--- src/rtl/acc_stack_reg_if.sv ---
// Command/data bundle for acc_stack_reg. The master side (control unit)
// drives commands and operands; the slave side (the accumulator) returns
// the visible value, flags and stack status.
// Optional feature macro: ACC_BYPASS_EN adds the 'pass' bypass select.
interface acc_stack_reg_if #(
    parameter int WIDTH     = 19,
    parameter int IMM_WIDTH = 8,
    parameter int LVL_W     = 3
);
    logic                 ld_alu;
    logic                 ld_mi;
    logic                 clear;
    logic                 inc;
    logic                 dec;
    logic                 push;
    logic                 pop;
    logic                 err_clr;
`ifdef ACC_BYPASS_EN
    logic                 pass;
`endif
    logic [WIDTH-1:0]     data_in_alu;
    logic [IMM_WIDTH-1:0] data_in_mi;
    logic [WIDTH-1:0]     data_out;
    logic                 z;
    logic                 z1;
    logic [LVL_W-1:0]     stk_level;
    logic                 stk_full;
    logic                 stk_empty;
    logic                 stk_err;

    modport master (
        output ld_alu, ld_mi, clear, inc, dec, push, pop, err_clr,
`ifdef ACC_BYPASS_EN
        output pass,
`endif
        output data_in_alu, data_in_mi,
        input  data_out, z, z1, stk_level, stk_full, stk_empty, stk_err
    );

    modport slave (
        input  ld_alu, ld_mi, clear, inc, dec, push, pop, err_clr,
`ifdef ACC_BYPASS_EN
        input  pass,
`endif
        input  data_in_alu, data_in_mi,
        output data_out, z, z1, stk_level, stk_full, stk_empty, stk_err
    );
endinterface

--- src/rtl/acc_stack_reg.sv ---
// acc_stack_reg: WIDTH-bit accumulator with a DEPTH-entry LIFO save stack
// and zero / not-0-or-1 flags. All state changes on the falling clock edge.
// Optional feature macro: ACC_BYPASS_EN (combinational ALU bypass onto data_out).
module acc_stack_reg #(
    parameter int WIDTH     = 19,
    parameter int IMM_WIDTH = 8,
    parameter int DEPTH     = 4,
    parameter int LVL_W     = $clog2(DEPTH + 1)
) (
    input logic            clk,
    input logic            rst_n,
    acc_stack_reg_if.slave bus
);
    localparam int IDX_W = (DEPTH > 1) ? $clog2(DEPTH) : 1;

    logic [WIDTH-1:0] ac;
    logic [WIDTH-1:0] ac_nxt;
    logic [LVL_W-1:0] level;
    logic             err;
    logic [WIDTH-1:0] stack [DEPTH];

    logic             empty;
    logic             full;
    logic             do_swap;
    logic             do_pop;
    logic             do_push;
    logic             both_empty;
    logic             new_err;
    logic [IDX_W-1:0] wr_idx;
    logic [IDX_W-1:0] top_idx;
    logic [WIDTH-1:0] vis;

    assign empty      = (level == '0);
    assign full       = (level == LVL_W'(DEPTH));
    assign wr_idx     = IDX_W'(level);
    assign top_idx    = IDX_W'(level - 1'b1);

    // Stack command decode: swap needs an entry; lone push/pop are gated by full/empty.
    assign do_swap    = bus.push &  bus.pop & ~empty;
    assign both_empty = bus.push &  bus.pop &  empty;
    assign do_pop     = bus.pop  & ~bus.push & ~empty;
    assign do_push    = bus.push & ~bus.pop  & ~full;
    assign new_err    = both_empty
                      | (bus.push & ~bus.pop & full)
                      | (bus.pop  & ~bus.push & empty);

    // Next AC: a successful pop/swap wins; a rejected push+pop freezes AC;
    // a rejected lone pop falls through to the remaining priority chain.
    always_comb begin
        ac_nxt = ac;
        if (do_swap || do_pop)
            ac_nxt = stack[top_idx];
        else if (both_empty)
            ac_nxt = ac;
        else if (bus.ld_alu)
            ac_nxt = bus.data_in_alu;
        else if (bus.ld_mi)
            ac_nxt = WIDTH'(bus.data_in_mi);
        else if (bus.clear)
            ac_nxt = '0;
        else if (bus.inc)
            ac_nxt = ac + 1'b1;
        else if (bus.dec)
            ac_nxt = ac - 1'b1;
    end

    // Accumulator, stack pointer and sticky error flag.
    always_ff @(negedge clk or negedge rst_n) begin
        if (!rst_n) begin
            ac    <= '0;
            level <= '0;
            err   <= 1'b0;
        end else begin
            ac <= ac_nxt;
            if (do_push)
                level <= level + 1'b1;
            else if (do_pop)
                level <= level - 1'b1;
            if (new_err)
                err <= 1'b1;
            else if (bus.err_clr)
                err <= 1'b0;
        end
    end

    // Stack storage: no reset needed, writes always save the pre-edge AC.
    always_ff @(negedge clk) begin
        if (rst_n) begin
            if (do_swap)
                stack[top_idx] <= ac;
            else if (do_push)
                stack[wr_idx] <= ac;
        end
    end

    // Visible value: bypass only affects the output, never the stored AC.
`ifdef ACC_BYPASS_EN
    assign vis = bus.pass ? bus.data_in_alu : ac;
`else
    assign vis = ac;
`endif

    assign bus.data_out  = vis;
    assign bus.z         = (vis == '0);
    assign bus.z1        = (vis > WIDTH'(1));
    assign bus.stk_level = level;
    assign bus.stk_full  = full;
    assign bus.stk_empty = empty;
    assign bus.stk_err   = err;
endmodule

--- src/flat_wrapper.sv ---
// flat-port wrapper written by rule: the top's interface ports become plain ports
module acc_stack_reg_flat 
#(
    parameter int WIDTH     = 19,
    parameter int IMM_WIDTH = 8,
    parameter int DEPTH     = 4,
    parameter int LVL_W     = $clog2(DEPTH + 1)
)
  (clk, rst_n, bus_ld_alu, bus_ld_mi, bus_clear, bus_inc, bus_dec, bus_push, bus_pop, bus_err_clr, bus_data_in_alu, bus_data_in_mi, bus_data_out, bus_z, bus_z1, bus_stk_level, bus_stk_full, bus_stk_empty, bus_stk_err);
  acc_stack_reg_if #(.WIDTH(WIDTH), .IMM_WIDTH(IMM_WIDTH), .LVL_W(LVL_W)) bus_i ();
  input logic clk;
  input logic rst_n;
  input wire logic [$bits(bus_i.ld_alu)-1:0] bus_ld_alu;
  input wire logic [$bits(bus_i.ld_mi)-1:0] bus_ld_mi;
  input wire logic [$bits(bus_i.clear)-1:0] bus_clear;
  input wire logic [$bits(bus_i.inc)-1:0] bus_inc;
  input wire logic [$bits(bus_i.dec)-1:0] bus_dec;
  input wire logic [$bits(bus_i.push)-1:0] bus_push;
  input wire logic [$bits(bus_i.pop)-1:0] bus_pop;
  input wire logic [$bits(bus_i.err_clr)-1:0] bus_err_clr;
  input wire logic [$bits(bus_i.data_in_alu)-1:0] bus_data_in_alu;
  input wire logic [$bits(bus_i.data_in_mi)-1:0] bus_data_in_mi;
  output wire logic [$bits(bus_i.data_out)-1:0] bus_data_out;
  output wire logic [$bits(bus_i.z)-1:0] bus_z;
  output wire logic [$bits(bus_i.z1)-1:0] bus_z1;
  output wire logic [$bits(bus_i.stk_level)-1:0] bus_stk_level;
  output wire logic [$bits(bus_i.stk_full)-1:0] bus_stk_full;
  output wire logic [$bits(bus_i.stk_empty)-1:0] bus_stk_empty;
  output wire logic [$bits(bus_i.stk_err)-1:0] bus_stk_err;
  assign bus_i.ld_alu = bus_ld_alu;
  assign bus_i.ld_mi = bus_ld_mi;
  assign bus_i.clear = bus_clear;
  assign bus_i.inc = bus_inc;
  assign bus_i.dec = bus_dec;
  assign bus_i.push = bus_push;
  assign bus_i.pop = bus_pop;
  assign bus_i.err_clr = bus_err_clr;
  assign bus_i.data_in_alu = bus_data_in_alu;
  assign bus_i.data_in_mi = bus_data_in_mi;
  assign bus_data_out = bus_i.data_out;
  assign bus_z = bus_i.z;
  assign bus_z1 = bus_i.z1;
  assign bus_stk_level = bus_i.stk_level;
  assign bus_stk_full = bus_i.stk_full;
  assign bus_stk_empty = bus_i.stk_empty;
  assign bus_stk_err = bus_i.stk_err;
  acc_stack_reg #(.WIDTH(WIDTH), .IMM_WIDTH(IMM_WIDTH), .DEPTH(DEPTH), .LVL_W(LVL_W)) u_core (.clk(clk), .rst_n(rst_n), .bus(bus_i));
endmodule
--- config.mk ---
export PLATFORM = sky130hd
export DESIGN_NAME = acc_stack_reg_flat
export DESIGN_NICKNAME = d
export VERILOG_FILES = /design/src/rtl/acc_stack_reg_if.sv /design/src/rtl/acc_stack_reg.sv /design/src/flat_wrapper.sv
export SDC_FILE = /design/constraint.sdc
export NUM_CORES = 1
export LEC_CHECK = 0
export ABC_AREA = 1
export CAP_MARGIN = 10
export CORE_MARGIN = 2
export CORE_UTILIZATION = 45
export DETAILED_ROUTE_END_ITERATION = 8
export DONT_BUFFER_PORTS = 1
export SLEW_MARGIN = 20
export SYNTH_ARGS = -nofsm -noshare
export SYNTH_HDL_FRONTEND = slang
export SYNTH_SLANG_ARGS = --single-unit
--- constraint.sdc ---
create_clock -name clk -period 5.3 [get_ports clk]
set_input_delay 0.53 -clock clk [delete_from_list [all_inputs] [get_ports clk]]
set_output_delay 0.53 -clock clk [all_outputs]
set_load 0.05 [all_outputs]
==> impl_metrics.toml, run 1 <==
[logic_synthesis]
synth_edf_count = 76
synth-seq-cells = 99
yosysTopAreaCell = "edfxtp_1"
postSynth.asyncResetShare_pct = 23.2
synth_area_mm2 = 0.00526
postSynthAreaPerCell_um2 = 8.62
synth_top_area_share_pct = 43.4
syn_nets = 653
synth_ff_type = "edfxtp_1"
synthCells = 610
ys_seq_area_share_pct = 54.4
synthTopCellsByArea = "edfxtp_1 43%, dfrtn_1 11%, nor2_1 9.1%, nand2_1 8.8%, o21ai_0 5.2%"
ys_top_cells_by_count = "127 x nor2_1, 123 x nand2_1, 76 x edfxtp_1"
synth.most_common_cell = "nor2_1"
synthDistinctLibCells = 35
yosysWarnings = 0

[floorplan]
io_pins = 64
dieArea_mm2 = 0.0126
coreArea_mm2 = 0.0114
initial_core_util_pct = 46.0
fp.dieH_um = 112
fp.dieW_um = 112
rows = 39

[timing]
setup_tns_ns = 0
tightest_slew_ns = 0.781
whs_ns = 0.556
setup_viol = 0
slew_violations = 0
rsz0062_at_grt = "false"
relSlewSlack_pct = 47.9
fin_ws_ns = 0.275
hold_viol_final = 0
finClkSkew_ns = 0.0637

[power]
peakVddDrop_mv = 0.519
pwr-share-seq_pct = 32.6
swShare_pct = 48.9
leakage_nw = 2.73
p_int_w = 0.00205
power.density_mw_per_mm2 = 657
p_comb_share_pct = 45.6
clockPowerShare_pct = 21.8
power.switching_w = 0.00197

[routing]
drt_iter0_drc = 432
drc = 0
vias = 4522
routed_wl_um = 14600
wire_per_inst_um = 17.2
viasPerCell = 5.35
dr.pass1.iters = 5
antenna_left = 0

[setup_path]
crit_path_max_fanout = 11
slowest_stage = "dfrtn_1"
cp-end-kind = "output pin"
cp-start-kind = "flop"
crit_required_ns = 4.77
crit_path_frequent_cell = "nand2_1"
crit_family = "simple AND/OR/NAND/NOR gates"
path_cells = "nor2_1 -> nand2_1 -> nor2_2 -> nand2_1 -> o21ai_0 -> inv_1"
critPathMaxStageDelay_ns = 0.49
crit_type = "reg2out"
r2r_start = "u_core.bus.stk_level[1]"
cp.arrival_ns = 4.50
cp_num_buf_inv = 1
cp-startpoint = "u_core.bus.data_out[7]"

[placed_design]
place_ws_ns = 0.396
hpwl_um = 10100
numPortBuffers = 0
place.gp.congestion = 0.893

[final_layout]
finalNetCount = 741
final.fill_count = 1110
areaGrowthSynthToFinish_pct = 16.4
finalCoreUtilization_pct = 53.6
multi_input_area_mm2 = 0.00209
seq_area_mm2 = 0.00286
antennaDiodeCount = 0
layout-drive-gt1-share_pct = 9.67

[clock_tree]
cts_buffers = 9
holdBufCountCts = 0
cts_root_buffer = "clkbuf_16"
clk_pin_slew_worst_paths_ns = 0.05
cts_max_level = 3
cts_buffer_depth = 2
cts_setup_buffers = 0
cts_tree = "built"
cts-resized-gates = 0
clkSinkCount = 99
clk_latency_ns = 0.41

[hold_path]
hold_class = "reg2reg"
hp-start = "u_core.bus.stk_level[1]"

[grt]
grt_max_degree = 42
grt_pass1_wl_um = 23200
grt_pass1_vias = 4324
antenna_found_initial = 0
grt.overflow.total = 0
grt_use_total_pct = 23.8

[run]
maxCapViolCount = 0

[outcome]
outcome = "completed"
placed cells by master, fill, tap and decap left out, types with 3 or more instances in the layout:
cell type    n
nand2_1    123
nand2_2      3
a31oi_1      9
clkbuf_16   10
edfxtp_1    76
buf_4       28
inv_1      117
ha_1         6
nor2_2       7
o221ai_1     3
o21ai_1      5
a21oi_1     33
nand3_1     31
nor2_1     123
nor3_1       7
dfrtn_1     23
o22ai_1      4
nand3b_1     3
o21ai_0     55
xor2_1       3
nand4_1      9
nor2_4       3
worst paths after layout:
check	slack, ns	cells past startpoint	end
max in group asynchronous	2.77	0	u_core.bus.data_out[15]
worst max register to register	2.62	7	u_core.bus.data_out[1]
worst min register to register	0.56	2	u_core.bus.stk_level[1]
worst max-delay path	0.27	6	bus_z1
worst min-delay path	0.56	2	u_core.bus.stk_level[1]
min in group asynchronous	2.41	0	u_core.bus.stk_err
layout make-up:
| cell class | count | area share [%] |
|---|---|---|
| clock buffer | 10 | 4.09 |
| clock inverter | 82 | 5.54 |
| inverter | 45 | 2.80 |
| multi-input combinational | 438 | 34.2 |
| sequential | 99 | 46.7 |
| tap | 143 | 2.92 |
| timing repair buffer | 29 | 3.76 |
worst reg2reg max path, stage by stage, from the launching register on:
cell     delay [ns]
dfrtn_1        0.41
inv_1          0.07
ha_1           0.80
inv_1          0.59
o21ai_0        0.25
o22ai_1        0.10
a21oi_1        0.16
a22oi_1        0.10
power groups by stage:
stage	combinational (W)	clock [W]	sequential, W
after global routing	0.00202	0.000968	0.00133
after floorplan	0.000983	0.0000864	0.00161
after detailed placement	0.00183	0.0000864	0.00131
after CTS	0.00183	0.000889	0.00131
final	0.00183	0.000877	0.00131
after global placement	0.00181	0.0000864	0.00131
through the flow:
stage               cell area [µm²]  std cells  power, W
floorplan                      5260        610   0.00268
global placement               5540        755   0.00320
detailed placement             5540        755   0.00323
CTS                            6120        846   0.00403
global route                   6120        846   0.00432
finish                         6120        846   0.00402
sequential cells by signal, indices dropped and copies added, names as in the netlist:
register              cells
u_core.stack             76
u_core.bus.data_out      19
u_core.bus.stk_level      3
u_core.bus.stk_err        1
logic make-up (layout without fill, tap and decap cells):
family / count (synthesis) / count (layout) / share of synthesized area (%)
xor gates and xnor gates: 3 / 3 / 0.500
adders and majority gates: 6 / 6 / 1.43
AOI/OAI and AO/OA: 114 / 114 / 11.8
and+or+nand+nor: 315 / 315 / 25.7
buffers and inverters: 73 / 166 / 6.14
DFF: 99 / 99 / 54.4
metal layers:
layer | vias to the layer above | share of wire [%] | GRT usage, %
met5 | - | 0 | 0
met4 | 0 | 1.1 | 6.42
met3 | 13 | 7.1 | 5.40
met2 | 134 | 47 | 38.1
met1 | 2138 | 44 | 33.1
li1 | 2237 | - | -
(Power assumes the default switching activity.)
==> run 2: changes to the inputs <==
CORE_ASPECT_RATIO = 2   (was not set)
CTS_CLUSTER_DIAMETER = 30   (was not set)
PLACE_DENSITY_LB_ADDON = 0.12   (was not set)
==> run 2 against run 1 <==
  * Clock skew up 0.0020 ns
  * Setup slack about the same
  * Routed wire length down 0.27%
  * First-iteration DRC count down 46%
  * Non-clock buffer count up 2
  * Clock power down 2%
  * Critical path type unchanged
  * Largest cell class unchanged
==> impl_metrics.toml, run 2 (synthesized netlist as in run 1, its figures left out) <==
[outcome]
outcome = "completed"

[placed_design]
place_inst = 756
hpwl_um = 10300
numPortBuffers = 0
place.gp.congestion = 0.887

[final_layout]
layout-drive-gt1-share_pct = 9.23
layout_common_cells = "127 x nor2_1, 123 x nand2_1, 117 x inv_1"
areaGrowthSynthToFinish_pct = 16.3
largest_reg_flops = 76
top_register = "u_core.stack"
layoutNonFillerInstCount = 846
antennaDiodeCount = 0
final.fill_count = 1090
layout.cells.most_common = "nor2_1"
finalNetCount = 743

[routing]
dr.pass1.iters = 5
routed_wl_um = 14500
viasPerCell = 5.37
vias = 4539
drc = 0
drt_iter0_drc = 232
wire_per_inst_um = 17.2
antenna_left = 0

[floorplan]
dieArea_mm2 = 0.0126
fp.dieW_um = 80.4
initial_core_util_pct = 46.3
rows = 55
fp.dieH_um = 157
io_pins = 64
coreArea_mm2 = 0.0114

[clock_tree]
cts_tree = "built"
cts_buffers = 9
holdBufCountCts = 0
clkSinkCount = 99
cts_root_buffer = "clkbuf_16"
clk_latency_ns = 0.41
clk_pin_slew_worst_paths_ns = 0.05
cts_setup_buffers = 0
cts_max_level = 3
cts_buffer_depth = 2
cts-resized-gates = 0

[setup_path]
r2r_start = "u_core.bus.stk_level[1]"
cp.arrival_ns = 4.49
cp-start-kind = "flop"
rrSetupSlack_ns = 2.95
cp_num_buf_inv = 1
crit_family = "simple AND/OR/NAND/NOR gates"
cp-end-kind = "output pin"
crit_type = "reg2out"
path_cells = "nor2_1 -> nand2_1 -> nor2_2 -> nand2_1 -> o21ai_0 -> inv_1"
r2r-end = "u_core.stack[0][4]"
crit_path_max_fanout = 9
crit_required_ns = 4.77
cp-startpoint = "u_core.bus.data_out[8]"
crit_path_frequent_cell = "nand2_1"
worst-path-stages = 6
critPathMaxStageDelay_ns = 0.45
crit_end = "bus_z1"
slowest_stage = "dfrtn_1"
reg2regPathDepth = 11

[grt]
grt_pass1_wl_um = 22900
antenna_found_initial = 0
grt_pass1_vias = 4516
grt.overflow.total = 0
grt_max_degree = 42
grt_use_total_pct = 24.5

[timing]
finClkSkew_ns = 0.0657
setup_tns_ns = 0
slew_violations = 0
setup_viol = 0
hold_viol_final = 0
relSlewSlack_pct = 53.9
rsz0062_at_grt = "false"
tightest_slew_ns = 0.690

[power]
power.density_mw_per_mm2 = 654
peakVddDrop_mv = 0.540
leakage_nw = 2.74

[hold_path]
hold_depth = 4
hold_class = "reg2reg"

[run]
maxCapViolCount = 0
==> run 2: how the worst min path moves through the flow <==
stage                                      start                       to  slack, ns
after floorplan              u_core.stack[0][12]  u_core.bus.data_out[12]       0.47
after global placement       u_core.stack[0][12]  u_core.bus.data_out[12]       0.51
after detailed placement     u_core.stack[2][12]  u_core.bus.data_out[12]       0.52
after CTS                    u_core.stack[2][12]  u_core.bus.data_out[12]       0.56
after global routing      u_core.bus.data_out[2]       u_core.stack[0][2]       0.60
final                        u_core.stack[2][12]  u_core.bus.data_out[12]       0.57
==> run 2: metal layers <==
| metal | global-route usage, % | share of wire, % |
|---|---|---|
| met1 | 28.7 | 39 |
| met2 | 41.9 | 53 |
| met3 | 4.96 | 4.9 |
| met4 | 11.9 | 2.8 |
| met5 | 0 | 0 |
==> run 2: metrics by stage <==
step                      worst slack, ns  total power, W  area, µm²  util, %  hold WS (ns)
after floorplan                    0.0139         0.00268       5260        -         0.472
after global placement              0.610         0.00320       5540     48.8         0.515
after detailed placement            0.529         0.00323       5540     48.8         0.522
after CTS                           0.270         0.00402       6120     53.9         0.564
after global routing               0.0799         0.00430       6120     53.9         0.596
final                               0.275         0.00400       6120     53.9         0.566
==> run 2: power by group <==
| part | switching [W] | internal (W) |
|---|---|---|
| sequential | 0.000196 | 0.00113 |
| clock | 0.000419 | 0.000443 |
| combinational | 0.00131 | 0.000502 |
==> run 2: layout make-up <==
cell class	count	area [µm²]	share of cell area, %
Inverter	45	171	2.80
Timing Repair Buffer	31	245	4.01
Tap cell	142	178	2.90
Multi-Input combinational cell	438	2080	34.1
Clock buffer	9	225	3.68
Clock inverter	82	357	5.83
Sequential cell	99	2860	46.7
==> run 2: tightest hold or removal path, stage by stage (launching register included) <==
cell and delay [ns]:
edfxtp_1 0.30, o21ai_0 0.07, nand3_1 0.10, nand3_1 0.08, nand2_1 0.06
==> run 3: changes to the inputs <==
SETUP_SLACK_MARGIN = 0.1   (was not set)
clock period = 4.6 ns   (was 5.3 ns; I/O delays follow)
==> run 3 against run 2 <==
  * Final area rose by 5.1%
  * Setup slack got worse by 0.084 ns
  * Register-to-register slack got worse by 0.69 ns
  * Worst hold slack got worse by 0.14 ns
  * Final cell count rose by 3.1%
  * Combinational power rose by 30%
  * Die area did not move
  * Critical path type unchanged
==> impl_metrics.toml, run 3 (synthesized netlist as in run 1, its figures left out) <==
[hold_path]
hold_end = "u_core.bus.stk_level[2]"
hold_class = "reg2reg"
hold_depth = 1
hp-start = "u_core.bus.stk_level[2]"

[setup_path]
slowest_stage = "dfrtn_1"
reg2regPathDepth = 9
r2r-end = "u_core.bus.data_out[6]"
r2r_start = "u_core.bus.stk_level[1]"
cp_num_buf_inv = 3
critPathMaxStageDelay_ns = 0.41
cp-start-kind = "flop"
crit_type = "reg2out"
cp.arrival_ns = 3.95
crit_family = "flip-flops"
rrSetupSlack_ns = 2.26
crit_required_ns = 4.14
crit_path_max_fanout = 7
cp-end-kind = "output pin"
path_cells = "inv_2 -> ha_2 -> inv_1 -> nor4_4 -> buf_12"

[final_layout]
layout_common_cells = "122 x nand2_1, 118 x nor2_1, 115 x inv_1"
top_register = "u_core.stack"
areaGrowthSynthToFinish_pct = 22.2
layout.cells.most_common = "nand2_1"
layout-drive-gt1-share_pct = 14.1
layoutNonFillerInstCount = 872
largest_reg_flops = 76
antennaDiodeCount = 0
finalNetCount = 768

[power]
peakVddDrop_mv = 0.550
pwr-share-seq_pct = 29.4
leakage_nw = 2.89
p_int_w = 0.00261
swShare_pct = 47.1
power.switching_w = 0.00232
p_comb_share_pct = 47.8
power.density_mw_per_mm2 = 767
clockPowerShare_pct = 22.8
p_total_w = 0.00493

[clock_tree]
clk_pin_slew_worst_paths_ns = 0.05
clk_latency_ns = 0.40
cts_root_buffer = "clkbuf_16"
cts_buffers = 9
cts_buffer_depth = 2
cts_tree = "built"
clkSinkCount = 99
cts_max_level = 3

[grt]
antenna_found_initial = 0
grt.overflow.total = 0
grt_use_total_pct = 25.8
grt_pass1_wl_um = 24000
grt_max_degree = 42
grt_pass1_vias = 4608

[timing]
setup_viol = 0
finClkSkew_ns = 0.0643
rsz0062_at_grt = "true"
tightest_slew_ns = 0.735
whs_ns = 0.426
relSlewSlack_pct = 50.9
hold_viol_final = 0
slew_violations = 0

[floorplan]
io_pins = 64
coreArea_mm2 = 0.0114
fp.dieW_um = 80.4
fp.dieH_um = 157
rows = 55
initial_core_util_pct = 46.3
dieArea_mm2 = 0.0126

[placed_design]
place_inst = 762
hpwl_um = 10700
numPortBuffers = 0
place.gp.congestion = 0.995

[routing]
antenna_left = 0
dr.pass1.iters = 5
routed_wl_um = 15400
drt_iter0_drc = 351
viasPerCell = 5.40
vias = 4705
drc = 0
wire_per_inst_um = 17.7

[outcome]
outcome = "completed"

[run]
maxCapViolCount = 0
[run 3: how the worst max path moves through the flow]
stage               depth (start not counted)                   start                endpoint  slack, ns
floorplan                                   7                 bus_pop      u_core.stack[0][0]      -0.06
finish                                      5  u_core.bus.data_out[1]                   bus_z       0.19
global route                                7  u_core.bus.data_out[2]                  bus_z1       0.08
detailed placement                          8                 bus_pop     u_core.stack[2][11]       0.30
global placement                            9               bus_clear  u_core.bus.data_out[9]       0.32
CTS                                         7  u_core.bus.data_out[6]                  bus_z1       0.12
[run 3: metal layers]
metal / track usage, % / vias up / share of wire [%] / routed length, µm
met1: 29.9 / 2232 / 39 / 6000
met5: 0 / - / 0 / 0
met3: 4.09 / 34 / 4.4 / 678
li1: - / 2282 / - / -
met4: 13.7 / 0 / 4.0 / 617
met2: 44.7 / 157 / 53 / 8110
[run 3: repair_timing]
action / in CTS / in global routing
hold buffers: 0 / 0
endpoints found under the hold margin: 0 / 0
pin swaps: 1 / 3
buffers inserted: 7 / 12
gates resized for setup: 3 / 14
setup endpoints to repair: 2 / 2
[run 3: area by class of cell]
cell class	instances	area, µm²
timing repair buffer	56	445
multi-input combinational	438	2140
sequential	99	2860
clock buffer	9	225
clock inverter	83	405
inverter	45	175
fill	1062	4930
tap	142	178
[run 3: worst reg2reg max path, delay by kind of cell (launching register included)]
| kind | cells | cell delay, ns |
|---|---|---|
| buffers and inverters | 3 | 0.88 |
| adders and majority gates | 1 | 0.28 |
| AOI/OAI and AO/OA | 3 | 0.33 |
| and+or+nand+nor | 2 | 0.27 |
| DFF | 1 | 0.41 |
[run 3: power by group through the flow]
stage | clock, W | sequential [W] | combinational (W)
global route | 0.00124 | 0.00147 | 0.00258
floorplan | 0.0000996 | 0.00185 | 0.00114
global placement | 0.0000996 | 0.00147 | 0.00215
detailed placement | 0.0000996 | 0.00148 | 0.00217
CTS | 0.00113 | 0.00145 | 0.00226
finish | 0.00112 | 0.00145 | 0.00236
[run 3: through the flow]
step                      setup slack, ns  TNS (ns)  util (%)  instance area [µm²]
after CTS                           0.123         0      55.4                 6300
final                               0.191         0      56.6                 6430
after detailed placement            0.305         0      49.4                 5610
after floorplan                   -0.0578     -3.44         -                 5280
after global routing               0.0807         0      56.6                 6430
after global placement              0.323         0      49.4                 5610
